==> config.mk <==
export PLATFORM = sky130hd
export DESIGN_NAME = calc_sequencer
export DESIGN_NICKNAME = d
export VERILOG_FILES = /design/src/rtl/calc_pkg.sv /design/src/rtl/calc_divider.sv /design/src/rtl/calc_sequencer.sv
export SDC_FILE = /design/constraint.sdc
export NUM_CORES = 1
export LEC_CHECK = 0
export ABC_AREA = 1
export CAP_MARGIN = 20
export CORE_ASPECT_RATIO = 0.75
export CORE_UTILIZATION = 65
export CTS_CLUSTER_SIZE = 40
export DETAILED_ROUTE_END_ITERATION = 8
export PLACE_DENSITY = 0.84
export SLEW_MARGIN = 0
export SYNTH_ARGS = -nofsm -noshare
export SYNTH_HDL_FRONTEND = slang
export SYNTH_SLANG_ARGS = --single-unit
==> constraint.sdc <==
create_clock -name clk -period 17.1 [get_ports clk]
set_input_delay 3.42 -clock clk [delete_from_list [all_inputs] [get_ports clk]]
set_output_delay 3.42 -clock clk [all_outputs]
set_load 0.01 [all_outputs]
==> src/rtl/calc_pkg.sv <==
// rtl/calc_pkg.sv - shared operation and FSM state encodings for the calculator core
package calc_pkg;

  typedef enum logic [1:0] {
    OP_ADD = 2'd0,
    OP_SUB = 2'd1,
    OP_MUL = 2'd2,
    OP_DIV = 2'd3
  } op_t;

  typedef enum logic [1:0] {
    ENTER_A = 2'd0,
    ENTER_B = 2'd1,
    COMPUTE = 2'd2,
    RESULT  = 2'd3
  } state_t;

endpackage

==> src/rtl/calc_divider.sv <==
// rtl/calc_divider.sv - restoring shift-subtract divider, one quotient bit per cycle
// The start cycle already performs the first iteration, so done follows WIDTH-1 cycles later.
module calc_divider #(
  parameter int WIDTH = 14
) (
  input  logic             clk,
  input  logic             reset_n,
  input  logic             start,
  input  logic             abort,
  input  logic [WIDTH-1:0] dividend,
  input  logic [WIDTH-1:0] divisor,
  output logic [WIDTH-1:0] quotient,
  output logic             done
);

  localparam int CW = $clog2(WIDTH + 1);

  logic [WIDTH-1:0] rem_q, rem_d, quo_q, quo_d, dvs_q, dvs_d;
  logic [CW-1:0]    cnt_q, cnt_d;
  logic             active_q, active_d, done_q, done_d;
  logic [WIDTH-1:0] src_rem, src_quo, src_dvs;
  logic [WIDTH:0]   trial;
  logic             fits;

  always_comb begin
    src_rem  = start ? '0 : rem_q;
    src_quo  = start ? dividend : quo_q;
    src_dvs  = start ? divisor : dvs_q;
    trial    = {src_rem, src_quo[WIDTH-1]};
    fits     = (trial >= {1'b0, src_dvs});
    rem_d    = rem_q;
    quo_d    = quo_q;
    dvs_d    = dvs_q;
    cnt_d    = cnt_q;
    active_d = active_q;
    done_d   = 1'b0;
    if (abort) begin
      active_d = 1'b0;
      cnt_d    = '0;
    end else if (start || active_q) begin
      rem_d    = fits ? WIDTH'(trial - {1'b0, src_dvs}) : trial[WIDTH-1:0];
      quo_d    = {src_quo[WIDTH-2:0], fits};
      dvs_d    = src_dvs;
      cnt_d    = start ? CW'(1) : cnt_q + 1'b1;
      active_d = 1'b1;
      if (!start && cnt_q == CW'(WIDTH - 1)) begin
        active_d = 1'b0;
        done_d   = 1'b1;
      end
    end
  end

  always_ff @(posedge clk or negedge reset_n) begin
    if (!reset_n) begin
      rem_q    <= '0;
      quo_q    <= '0;
      dvs_q    <= '0;
      cnt_q    <= '0;
      active_q <= 1'b0;
      done_q   <= 1'b0;
    end else begin
      rem_q    <= rem_d;
      quo_q    <= quo_d;
      dvs_q    <= dvs_d;
      cnt_q    <= cnt_d;
      active_q <= active_d;
      done_q   <= done_d;
    end
  end

  assign quotient = quo_q;
  assign done     = done_q;

endmodule

==> src/rtl/calc_sequencer.sv <==
// rtl/calc_sequencer.sv - two-operand calculator control FSM with registered display bus
// Optional CALC_CHAIN_EN: enter in RESULT (no error) chains the result into operand A.
module calc_sequencer
  import calc_pkg::*;
#(
  parameter int WIDTH     = 14,
  parameter int MAX_VALUE = 9999
) (
  input  logic             clk,
  input  logic             reset_n,
  input  logic             btn_ent,
  input  logic             btn_clr,
  input  logic [WIDTH-1:0] operand_in,
  input  logic [1:0]       op_sel,
  output logic [WIDTH-1:0] display_value,
  output logic [1:0]       state_code,
  output logic             busy,
  output logic             result_neg,
  output logic             error
);

  localparam logic [WIDTH-1:0] MAXV = WIDTH'(MAX_VALUE);

  state_t           state_q, state_d;
  op_t              op_q, op_d;
  logic [WIDTH-1:0] a_q, a_d, b_q, b_d, result_q, result_d, disp_q, disp_d;
  logic             neg_q, neg_d, err_q, err_d, started_q, started_d;
  logic [WIDTH-1:0] opnd_clamped, quotient;
  logic [WIDTH:0]   sum;
  logic [2*WIDTH-1:0] prod;
  logic             div_start, div_abort, div_done;

  calc_divider #(.WIDTH(WIDTH)) u_divider (
    .clk      (clk),
    .reset_n  (reset_n),
    .start    (div_start),
    .abort    (div_abort),
    .dividend (a_q),
    .divisor  (b_q),
    .quotient (quotient),
    .done     (div_done)
  );

  always_comb begin
    opnd_clamped = (operand_in > MAXV) ? MAXV : operand_in;
    sum          = {1'b0, a_q} + {1'b0, b_q};
    prod         = {{WIDTH{1'b0}}, a_q} * {{WIDTH{1'b0}}, b_q};
    state_d      = state_q;
    op_d         = op_q;
    a_d          = a_q;
    b_d          = b_q;
    result_d     = result_q;
    neg_d        = neg_q;
    err_d        = err_q;
    started_d    = started_q;
    div_start    = 1'b0;
    div_abort    = btn_clr;

    case (state_q)
      ENTER_A: if (btn_ent) begin
        a_d     = opnd_clamped;
        state_d = ENTER_B;
      end
      ENTER_B: if (btn_ent) begin
        b_d       = opnd_clamped;
        op_d      = op_t'(op_sel);
        started_d = 1'b0;
        state_d   = COMPUTE;
      end
      COMPUTE: begin
        case (op_q)
          OP_ADD: begin
            state_d  = RESULT;
            neg_d    = 1'b0;
            err_d    = (sum > {1'b0, MAXV});
            result_d = err_d ? '0 : sum[WIDTH-1:0];
          end
          OP_SUB: begin
            state_d  = RESULT;
            neg_d    = (a_q < b_q);
            err_d    = 1'b0;
            result_d = neg_d ? b_q - a_q : a_q - b_q;
          end
          OP_MUL: begin
            state_d  = RESULT;
            neg_d    = 1'b0;
            err_d    = (prod > {{WIDTH{1'b0}}, MAXV});
            result_d = err_d ? '0 : prod[WIDTH-1:0];
          end
          default: begin
            // Divide by zero never touches the divider and resolves like a one-cycle op
            if (b_q == '0) begin
              state_d  = RESULT;
              neg_d    = 1'b0;
              err_d    = 1'b1;
              result_d = '0;
            end else if (!started_q) begin
              div_start = 1'b1;
              started_d = 1'b1;
            end else if (div_done) begin
              state_d  = RESULT;
              neg_d    = 1'b0;
              err_d    = 1'b0;
              result_d = quotient;
            end
          end
        endcase
      end
      default: if (btn_ent) begin
        neg_d = 1'b0;
        err_d = 1'b0;
        b_d   = '0;
`ifdef CALC_CHAIN_EN
        if (!err_q) begin
          a_d     = result_q;
          state_d = ENTER_B;
        end else begin
          a_d     = '0;
          state_d = ENTER_A;
        end
`else
        a_d     = '0;
        state_d = ENTER_A;
`endif
      end
    endcase

    if (btn_clr) begin
      state_d   = ENTER_A;
      a_d       = '0;
      b_d       = '0;
      result_d  = '0;
      neg_d     = 1'b0;
      err_d     = 1'b0;
      started_d = 1'b0;
      div_start = 1'b0;
    end

    case (state_d)
      ENTER_A, ENTER_B: disp_d = operand_in;
      RESULT:           disp_d = result_d;
      default:          disp_d = disp_q;
    endcase
  end

  always_ff @(posedge clk or negedge reset_n) begin
    if (!reset_n) begin
      state_q   <= ENTER_A;
      op_q      <= OP_ADD;
      a_q       <= '0;
      b_q       <= '0;
      result_q  <= '0;
      disp_q    <= '0;
      neg_q     <= 1'b0;
      err_q     <= 1'b0;
      started_q <= 1'b0;
    end else begin
      state_q   <= state_d;
      op_q      <= op_d;
      a_q       <= a_d;
      b_q       <= b_d;
      result_q  <= result_d;
      disp_q    <= disp_d;
      neg_q     <= neg_d;
      err_q     <= err_d;
      started_q <= started_d;
    end
  end

  assign display_value = disp_q;
  assign state_code    = state_q;
  assign busy          = (state_q == COMPUTE);
  assign result_neg    = neg_q;
  assign error         = err_q;

endmodule

==> impl_metrics.py, run 1 <==
metrics = {
    "run_status": {
        "outcome": "complete, no violations",
    },
    "pwr": {
        "leakage_nw": 9.80,
        "ir_drop_mv": 0.114,
        "p_per_area_nw_per_um2": 113,
    },
    "global_route": {
        "grt_pass1_vias": 13800,
        "grt_antenna_before_repair": 0,
        "grt_util_met2_pct": 56.2,
        "gr-total-overflow": 0,
        "grt_max_degree": 80,
        "grt_util_met1_pct": 55.0,
        "grt.busiest_layer": "met2",
        "grt_first_pass_wirelength_um": 73300,
        "track_usage_pct": 38.0,
        "met3_usage_pct": 9.67,
    },
    "clock_network": {
        "cts_tree": "done",
        "cts.sinks": 111,
        "post_cts_buffers": 0,
        "holdBufCountCts": 0,
        "ctsLongestPathBuffers": 2,
        "cts_made_buffers": 9,
        "clkLatencyLatePin_ps": 370,
        "cts_resized": 0,
        "clockRootBuffer": "clkbuf_16",
        "cts-htree-levels": 3,
        "path_clk_slew_ps": 80,
    },
    "floorplan": {
        "start_util_pct": 66.5,
        "fp.dieW_um": 183,
        "core_region_area_sq_um": 24000,
        "dieArea_sq_um": 25200,
        "die_h_um": 138,
        "rows": 49,
        "io_pins": 39,
    },
    "cells_and_area": {
        "layout.nets": 2563,
        "n_antenna_cell": 0,
        "finish.instance_area_sq_um": 16800,
        "syn2layout_area_growth_pct": 5.22,
        "drive_gt1_share_pct": 4.76,
    },
    "detailed_routing": {
        "ant_nets": 0,
        "vias": 14900,
        "vias_per_cell": 5.76,
        "routed_wl_um": 46800,
        "drt_iter0_markers": 1401,
        "routedWlPerCell_um": 18.1,
        "drt_pre_antenna_iters": 5,
        "drc": 0,
    },
    "worst_hold_path": {
        "min_from": "u_divider.rem_q[3]$_DFFE_PN0P_",
        "hp-class": "flip-flop to flip-flop",
        "whs_endpoint": "u_divider.rem_q[3]$_DFFE_PN0P_",
        "hold_path_depth": 2,
    },
    "critical_path": {
        "slowest_stage": "nand2_1",
        "crit_path_frequent_cell": "nand2_1",
        "reg2reg_from": "b_q[5]$_DFFE_PN0P_",
        "cp.buffers_inverters": 4,
        "startpoint_type": "input port",
        "cp_top_family": "simple AND/OR/NAND/NOR gates",
        "cp-end-kind": "flip-flop",
        "required_ps": 17350,
        "reg2reg_slack_ps": 9910,
        "worstReg2RegEnd": "display_value[6]$_DFFE_PN0P_",
        "worstPathCellList": "clkdlybuf4s50_1 -> nor2_1 -> buf_6 -> nand3_2 -> inv_1 -> buf_4 -> or2_2 -> o21ai_0 -> ha_1 -> nand2_1 -> o21ai_0 -> nand2_1 -> nand2_1 -> nand2_1 -> nand2_1 -> nand2_1 -> o211ai_1 -> nand2_1 -> nand2_1 -> a21oi_1 -> o21ai_0 -> nand2_1",
        "path_class": "input port to flip-flop",
        "cp_slowest_stage_delay_ps": 660,
        "arrival_ps": 9060,
        "r2r.worst_path.cells": 28,
        "path_max_fanout": 37,
    },
    "yosys": {
        "synthFlopType": "dfrtp_1",
        "async_flop_share_pct": 100,
        "syn_nets": 2579,
        "synth_edf_count": 0,
        "syn_inst": 2261,
        "synth_seq_cells": 111,
        "syn_area_sq_um": 16000,
        "yosys_warnings": 0,
        "avgSynthCellArea_sq_um": 7.07,
        "yosysUniqueCellTypes": 55,
        "ys_seq_area_share_pct": 17.4,
    },
    "sta": {
        "relSlewSlack_pct": 31.1,
        "finalSetupViolCount": 0,
        "fin_crit_ps": 8810,
        "hold_violations": 0,
        "fin_skew_ps": 11.9,
        "clock.fmax_mhz": 114,
        "setup_tns_ps": 0,
        "rsz0062_at_grt": "no",
        "timing.final.crit_share_pct": 51.5,
        "holdWs_ps": 489,
        "worst_pin_slew_ps": 1030,
        "final_max_slew_viol_count": 0,
    },
    "place": {
        "hpwl_um": 36600,
        "gp_congestion": 1.00,
        "place_area_sq_um": 16500,
        "io_buffers": 38,
    },
    "job": {
        "maxCapViolCount": 0,
    },
}
## cells in the final DEF (no fill, tap or decap), types with 6 or more instances in the layout
master / Yosys / layout
or2_2: 13 / 13
clkinv_1: 11 / 11
o211ai_1: 32 / 32
buf_4: 8 / 13
o21ai_1: 9 / 9
a21oi_1: 85 / 84
o21bai_1: 7 / 7
nand3b_1: 14 / 14
nand3_2: 6 / 6
clkbuf_16: 0 / 9
nand3_1: 109 / 109
fa_1: 145 / 145
ha_1: 153 / 153
nand2_1: 631 / 631
o21ai_0: 89 / 89
nor3_1: 11 / 11
a21oi_2: 6 / 7
nand2_2: 20 / 20
nor2_2: 7 / 7
clkdlybuf4s50_1: 0 / 37
inv_2: 8 / 8
nand4_1: 34 / 34
nor2_1: 98 / 98
inv_1: 469 / 469
dfrtp_1: 111 / 111
xnor2_1: 10 / 10
o22ai_1: 29 / 29
xor2_1: 33 / 33
## layer usage
metal | up-vias | share of wire (%) | routed length, um
met5 | - | 0.20 | 94
met4 | 2 | 2.2 | 1040
met3 | 83 | 12 | 5430
met2 | 778 | 42 | 19600
met1 | 7038 | 44 | 20600
li1 | 6954 | - | -
## registers in the layout, indices dropped and copies added (netlist names), 4 cells and up
name / cells
display_value: 14
u_divider.quotient: 14
a_q: 14
u_divider.cnt_q: 4
u_divider.dvs_q: 14
result_q: 14
u_divider.rem_q: 14
b_q: 14
## cells in the mapped netlist, types with 2 or more instances
| master | n | area (sq um) |
|---|---|---|
| nor2_2 | 7 | 43.8 |
| nand3_2 | 6 | 60.1 |
| o21ai_1 | 9 | 45.0 |
| o32ai_1 | 2 | 17.5 |
| nand3b_1 | 14 | 105 |
| o21bai_1 | 7 | 52.6 |
| o22ai_1 | 29 | 181 |
| o31ai_1 | 2 | 15.0 |
| inv_4 | 2 | 12.5 |
| buf_2 | 11 | 55.1 |
| o211ai_1 | 32 | 240 |
| nand2_1 | 631 | 2370 |
| nand3_1 | 109 | 546 |
| ha_1 | 153 | 1910 |
| nand4_1 | 34 | 213 |
| a21oi_2 | 6 | 52.6 |
| fa_1 | 145 | 2900 |
| a21o_1 | 4 | 30.0 |
| or2_2 | 13 | 81.3 |
| nor3_1 | 11 | 55.1 |
| a21oi_1 | 85 | 425 |
| xor2_1 | 33 | 289 |
| a31oi_1 | 3 | 18.8 |
| nor3_2 | 3 | 30.0 |
| nor2_1 | 98 | 368 |
| nand2_4 | 2 | 22.5 |
| nand2_2 | 20 | 125 |
| clkbuf_1 | 54 | 203 |
| o21ai_0 | 89 | 445 |
| buf_4 | 8 | 60.1 |
| inv_1 | 469 | 1760 |
| inv_2 | 8 | 30.0 |
| xnor2_1 | 10 | 87.6 |
| dfrtp_1 | 111 | 2780 |
| a211oi_1 | 3 | 22.5 |
| clkinv_1 | 11 | 41.3 |
| nor2_4 | 4 | 45.0 |
| buf_6 | 6 | 67.6 |
## cell families (layout without fill, tap and decap cells)
group           Yosys count  after routing  share of synthesized area (%)
fa+ha+maj               298            298                           30.2
compound gates          282            282                           10.4
simple gates            958            958                           25.7
buf+inv                 569            558                           14.0
xor+xnor                 43             43                           2.36
flops                   111            111                           17.4
## power breakdown
part	switching, mW	internal [mW]	leakage, nW	total (mW)
Clock	0.109	0.103	0.143	0.212
Combinational	0.822	0.418	8.22	1.24
Sequential	0.115	0.337	1.44	0.452
Total	1.05	0.858	9.80	1.90
## metrics by stage
stage | utilization, % | setup WS (ps) | std cells | power, mW
after floorplan | - | 10560 | 2261 | 1.33
final | 69.9 | 8290 | 2581 | 1.90
after detailed placement | 68.5 | 7350 | 2563 | 1.65
after global placement | 68.5 | 7600 | 2563 | 1.63
after CTS | 69.8 | 7730 | 2579 | 1.87
after global routing | 69.9 | 7810 | 2581 | 2.06
## worst reg2reg max path, delay by kind of cell, from the launching register on
| family | cells | cell delay, ps |
|---|---|---|
| flops | 1 | 1000 |
| fa+ha+maj | 8 | 3680 |
| simple gates | 16 | 2210 |
| buf+inv | 4 | 260 |
## final cells by class
class | instances | area [sq um]
Tap cell | 331 | 414
Sequential cell | 111 | 2780
Clock buffer | 10 | 229
Multi-Input combinational cell | 1581 | 11000
Fill cell | 2089 | 7230
Timing Repair Buffer | 52 | 507
Inverter | 490 | 1840
Clock inverter | 6 | 65.1
## how the worst max path moves through the flow
stage | startpoint | to | slack [ps] | cells past startpoint
global route | btn_clr | u_divider.rem_q[0]$_DFFE_PN0P_ | 7810 | 21
detailed placement | btn_clr | u_divider.rem_q[0]$_DFFE_PN0P_ | 7350 | 20
floorplan | btn_clr | u_divider.rem_q[0]$_DFFE_PN0P_ | 10560 | 21
CTS | btn_clr | u_divider.rem_q[0]$_DFFE_PN0P_ | 7730 | 20
global placement | btn_clr | u_divider.rem_q[0]$_DFFE_PN0P_ | 7600 | 20
finish | btn_clr | u_divider.rem_q[1]$_DFFE_PN0P_ | 8290 | 22
(Power assumes the default switching activity.)
==> run 2: changes to the inputs <==
CORE_UTILIZATION = 59   (was 65)
PLACE_DENSITY = 0.81   (was 0.84)
clock period = 7.4 ns   (was 17.1 ns; I/O delays follow)
==> run 2 against run 1 <==
Design area increased by 0.74%; final cell count increased by 1.3%; register-to-register slack got worse by 9500 ps; largest power group unchanged; largest cell class unchanged; sequential share of layout area decreased by 0.12 points; non-clock buffer count increased by 22; highest routed layer unchanged; critical path depth increased by 5; critical endpoint is now display_value[8]$_DFFE_PN0P_.
==> impl_metrics.py, run 2 (synthesis results as in run 1) <==
metrics = {
    "floorplan": {
        "core_region_area_sq_um": 26300,
        "dieArea_sq_um": 27700,
        "fp.dieW_um": 192,
        "rows": 51,
        "io_pins": 39,
        "die_h_um": 145,
        "start_util_pct": 60.8,
    },
    "place": {
        "place_area_sq_um": 16700,
        "post-place-ws_ps": 588,
        "io_buffers": 38,
        "gp_congestion": 1.03,
        "place_inst": 2599,
        "hpwl_um": 41000,
    },
    "job": {
        "maxCapViolCount": 0,
    },
    "global_route": {
        "grt_util_met1_pct": 55.4,
        "grt_antenna_before_repair": 4,
        "grt_util_met2_pct": 54.3,
        "grt_pass1_vias": 14200,
        "met3_usage_pct": 10.1,
        "grt.busiest_layer": "met1",
        "gr-total-overflow": 0,
        "track_usage_pct": 37.8,
        "grt_max_degree": 74,
        "grt_first_pass_wirelength_um": 79300,
    },
    "critical_path": {
        "arrival_ps": 7330,
        "path_max_fanout": 17,
        "required_ps": 7700,
        "r2r.worst_path.cells": 27,
        "crit_start": "b_q[10]$_DFFE_PN0P_",
        "reg2reg_slack_ps": 380,
        "cp_slowest_stage_delay_ps": 990,
        "worstReg2RegEnd": "display_value[8]$_DFFE_PN0P_",
        "crit_path_end": "display_value[8]$_DFFE_PN0P_",
        "cp-end-kind": "flip-flop",
        "slowest_stage": "dfrtp_1",
        "startpoint_type": "flip-flop",
        "crit_path_frequent_cell": "nand2_1",
        "path_class": "flip-flop to flip-flop",
        "reg2reg_from": "b_q[10]$_DFFE_PN0P_",
    },
    "cells_and_area": {
        "layout.nets": 2585,
        "layout_commonest_cell": "nand2_1",
        "layout_common_cells": "631 x nand2_1, 469 x inv_1, 153 x ha_1",
        "syn2layout_area_growth_pct": 5.99,
        "seqCellArea_sq_um": 2780,
        "drive_gt1_share_pct": 5.60,
        "stdcell_count": 2614,
        "nFillCells": 2334,
        "finish.instance_area_sq_um": 16900,
        "multi_input_area_sq_um": 11000,
    },
    "sta": {
        "final_max_slew_viol_count": 0,
        "setup_ws_ps": 375,
        "fin_crit_ps": 7020,
        "worst_pin_slew_ps": 990,
        "holdWs_ps": 489,
        "clock.fmax_mhz": 142,
        "setup_tns_ps": 0,
        "fin_skew_ps": 8.58,
        "finalSetupViolCount": 0,
        "hold_violations": 0,
        "timing.final.crit_share_pct": 94.9,
        "rsz0062_at_grt": "no",
        "relSlewSlack_pct": 34.0,
    },
    "pwr": {
        "ir_drop_mv": 0.303,
        "leakage_nw": 9.89,
        "p_per_area_nw_per_um2": 264,
    },
    "worst_hold_path": {
        "hp-class": "flip-flop to flip-flop",
    },
    "run_status": {
        "outcome": "complete, no violations",
    },
    "clock_network": {
        "holdBufCountCts": 0,
        "clockRootBuffer": "clkbuf_16",
        "path_clk_slew_ps": 70,
        "cts.sinks": 111,
        "ctsLongestPathBuffers": 2,
        "cts_tree": "done",
        "cts_made_buffers": 9,
        "post_cts_buffers": 0,
        "cts_resized": 0,
        "clkLatencyLatePin_ps": 370,
        "cts-htree-levels": 3,
    },
    "detailed_routing": {
        "drc": 0,
        "drt_pre_antenna_iters": 6,
        "vias": 15200,
        "vias_per_cell": 5.82,
        "drt_iter0_markers": 1931,
        "ant_nets": 0,
        "routedWlPerCell_um": 19.5,
        "routed_wl_um": 51000,
    },
}
[run 2: worst min path at each step]
| stage | start | to | slack, ps | depth (start not counted) |
|---|---|---|---|---|
| after detailed placement | u_divider.rem_q[9]$_DFFE_PN0P_ | u_divider.rem_q[9]$_DFFE_PN0P_ | 470 | 2 |
| after global routing | u_divider.rem_q[2]$_DFFE_PN0P_ | u_divider.rem_q[2]$_DFFE_PN0P_ | 510 | 2 |
| after floorplan | u_divider.dvs_q[0]$_DFFE_PN0P_ | u_divider.dvs_q[0]$_DFFE_PN0P_ | 440 | 2 |
| after global placement | u_divider.dvs_q[0]$_DFFE_PN0P_ | u_divider.dvs_q[0]$_DFFE_PN0P_ | 460 | 2 |
| final | u_divider.rem_q[5]$_DFFE_PN0P_ | u_divider.rem_q[5]$_DFFE_PN0P_ | 490 | 2 |
| after CTS | u_divider.rem_q[3]$_DFFE_PN0P_ | u_divider.rem_q[3]$_DFFE_PN0P_ | 490 | 2 |
[run 2: final cells by class]
class                      instances  area share, %
multi-input combinational       1581           64.8
sequential                       111           16.4
inverter                         490           10.9
timing repair buffer              74           3.83
tap                              344           2.54
clock buffer                      11           1.43
clock inverter                     2         0.0591
antenna                            1         0.0148
[run 2: metrics by stage]
step | total power [mW] | utilization, %
finish | 4.48 | 64.4
global route | 4.78 | 64.4
CTS | 4.37 | 64.4
detailed placement | 3.91 | 63.4
global placement | 3.87 | 63.4
floorplan | 3.07 | -
[run 2: per-layer routing]
metal / wire, um / vias up / share of wire, %
met5: 27 / - / 0.053
met4: 1440 / 4 / 2.8
met3: 6750 / 99 / 13
met2: 21000 / 886 / 41
met1: 21900 / 7238 / 43
li1: - / 6997 / -
[run 2: critical path: cells and delay by family (launching register included)]
kind / cells / cell delay (ps)
DFF: 1 / 990
adders and majority gates: 7 / 3420
and+or+nand+nor: 14 / 1730
AOI/OAI and AO/OA: 1 / 430
buffers and inverters: 5 / 350
[run 2: power breakdown]
group / internal (mW) / total [mW] / leakage, nW / switching [mW]
Combinational: 0.992 / 3.02 / 8.32 / 2.02
Sequential: 0.781 / 1.01 / 1.44 / 0.227
Clock: 0.231 / 0.454 / 0.127 / 0.223
Total: 2.00 / 4.48 / 9.89 / 2.47
==> run 3: changes to the inputs <==
CORE_UTILIZATION = 65   (was 59)
PLACE_DENSITY = 0.84   (was 0.81)
SLEW_MARGIN = 40   (was 0)
clock period = 8.3 ns   (was 7.4 ns; I/O delays follow)
==> run 3 against run 2 <==
Worst hold slack gained 4.9 ps; global-route usage increased by 2.4 points; worst setup slack improved by 980 ps; clock-buffer cell count is 1 higher; sequential power is 7% lower; clock power down 1%; via count barely moved; core utilization is 5.6 points higher.
==> impl_metrics.py, run 3 (synthesis results as in run 1) <==
metrics = {
    "run_status": {
        "outcome": "complete, no violations",
    },
    "clock_network": {
        "post_cts_buffers": 0,
        "cts_made_buffers": 9,
        "ctsLongestPathBuffers": 2,
        "cts-htree-levels": 3,
        "cts.sinks": 111,
        "clockRootBuffer": "clkbuf_16",
        "clkLatencyLatePin_ps": 360,
        "path_clk_slew_ps": 70,
        "cts_resized": 0,
        "cts_tree": "done",
        "holdBufCountCts": 0,
    },
    "cells_and_area": {
        "n_antenna_cell": 0,
        "layout.nets": 2566,
        "nFillCells": 2098,
        "syn2layout_area_growth_pct": 5.31,
        "drive_gt1_share_pct": 4.97,
        "layout_commonest_cell": "nand2_1",
        "layout_common_cells": "630 x nand2_1, 469 x inv_1, 153 x ha_1",
    },
    "place": {
        "post-place-ws_ps": 1540,
        "hpwl_um": 39700,
        "gp_congestion": 1.00,
        "io_buffers": 38,
    },
    "detailed_routing": {
        "drt_iter0_markers": 1958,
        "drc": 0,
        "routedWlPerCell_um": 19.3,
        "vias_per_cell": 5.89,
        "routed_wl_um": 49800,
        "drt_pre_antenna_iters": 6,
        "ant_nets": 0,
        "vias": 15200,
    },
    "floorplan": {
        "die_h_um": 138,
        "dieArea_sq_um": 25200,
        "fp.dieW_um": 183,
        "io_pins": 39,
        "start_util_pct": 66.5,
        "rows": 49,
        "core_region_area_sq_um": 24000,
    },
    "global_route": {
        "grt_max_degree": 70,
        "grt_pass1_vias": 14300,
        "grt_first_pass_wirelength_um": 77300,
        "grt_antenna_before_repair": 2,
        "gr-total-overflow": 0,
        "track_usage_pct": 40.2,
    },
    "critical_path": {
        "path_class": "flip-flop to flip-flop",
        "slowest_stage": "dfrtp_1",
        "startpoint_type": "flip-flop",
        "path_max_fanout": 17,
        "arrival_ps": 7240,
        "cp_slowest_stage_delay_ps": 950,
        "required_ps": 8600,
        "cp-end-kind": "flip-flop",
        "reg2reg_slack_ps": 1360,
    },
    "sta": {
        "fin_crit_ps": 6940,
        "setup_ws_ps": 1360,
        "clock.fmax_mhz": 144,
        "worst_pin_slew_ps": 925,
        "setup_tns_ps": 0,
        "final_max_slew_viol_count": 0,
        "finalSetupViolCount": 0,
        "relSlewSlack_pct": 38.3,
        "fin_skew_ps": 10.9,
        "timing.final.crit_share_pct": 83.7,
        "hold_violations": 0,
        "rsz0062_at_grt": "no",
    },
    "pwr": {
        "p_per_area_nw_per_um2": 240,
        "ir_drop_mv": 0.360,
        "leakage_nw": 9.81,
    },
    "job": {
        "maxCapViolCount": 0,
    },
    "worst_hold_path": {
        "hp-class": "flip-flop to flip-flop",
    },
}
run 3: changes by cell type in the layout (fill, tap and decap cells not counted), sizes merged:
| cell | delta |
|---|---|
| buf | -19 |
| diode | -1 |
| clkbuf | +1 |
| bufinv | +1 |
run 3: metrics by stage:
stage               utilization (%)  cell area [sq um]  power, mW  std cells  hold slack (ps)
finish                         70.0              16800       4.03       2583              494
global route                   70.0              16800       4.31       2583              505
CTS                            70.0              16800       3.92       2583              491
detailed placement             68.7              16500       3.45       2568              470
global placement               68.7              16500       3.42       2568              458
floorplan                         -              16000       2.74       2261              443
run 3: area by class of cell:
| class | count | area, sq um | area share, % |
|---|---|---|---|
| clock buffer | 12 | 246 | 1.47 |
| sequential | 111 | 2780 | 16.5 |
| multi-input combinational | 1581 | 11000 | 65.3 |
| tap | 331 | 414 | 2.46 |
| clock inverter | 3 | 43.8 | 0.260 |
| timing repair buffer | 55 | 509 | 3.03 |
| inverter | 490 | 1840 | 11.0 |
run 3: metal layers:
| layer | vias up | part of all wire [%] | global-route usage [%] |
|---|---|---|---|
| li1 | 6950 | - | - |
| met1 | 7240 | 43 | 58.3 |
| met2 | 909 | 42 | 58.6 |
| met3 | 115 | 13 | 12.2 |
| met4 | 2 | 2.3 | 9.03 |
| met5 | - | 0.020 | 0 |
run 3: worst paths after layout:
kind,to,from,depth (start not counted)
max in group asynchronous,b_q[9]$_DFFE_PN0P_,reset_n,2
setup reg to reg,display_value[11]$_DFFE_PN0P_,b_q[5]$_DFFE_PN0P_,28
hold / removal,u_divider.rem_q[2]$_DFFE_PN0P_,u_divider.rem_q[2]$_DFFE_PN0P_,2
hold reg to reg,u_divider.rem_q[2]$_DFFE_PN0P_,u_divider.rem_q[2]$_DFFE_PN0P_,2
min in group asynchronous,u_divider.rem_q[5]$_DFFE_PN0P_,reset_n,1
setup / recovery,display_value[11]$_DFFE_PN0P_,b_q[5]$_DFFE_PN0P_,28
run 3: where the power goes:
group / internal, mW / switching, mW / total [mW] / leakage, nW
sequential: 0.695 / 0.243 / 0.939 / 1.44
clock: 0.242 / 0.206 / 0.448 / 0.143
combinational: 0.870 / 1.78 / 2.65 / 8.23
run 3: critical path, delay by kind of cell (launching register included):
kind / cells / cell delay, ps
flops: 1 / 950
fa+ha+maj: 8 / 3570
simple gates: 14 / 1950
buf+inv: 6 / 420
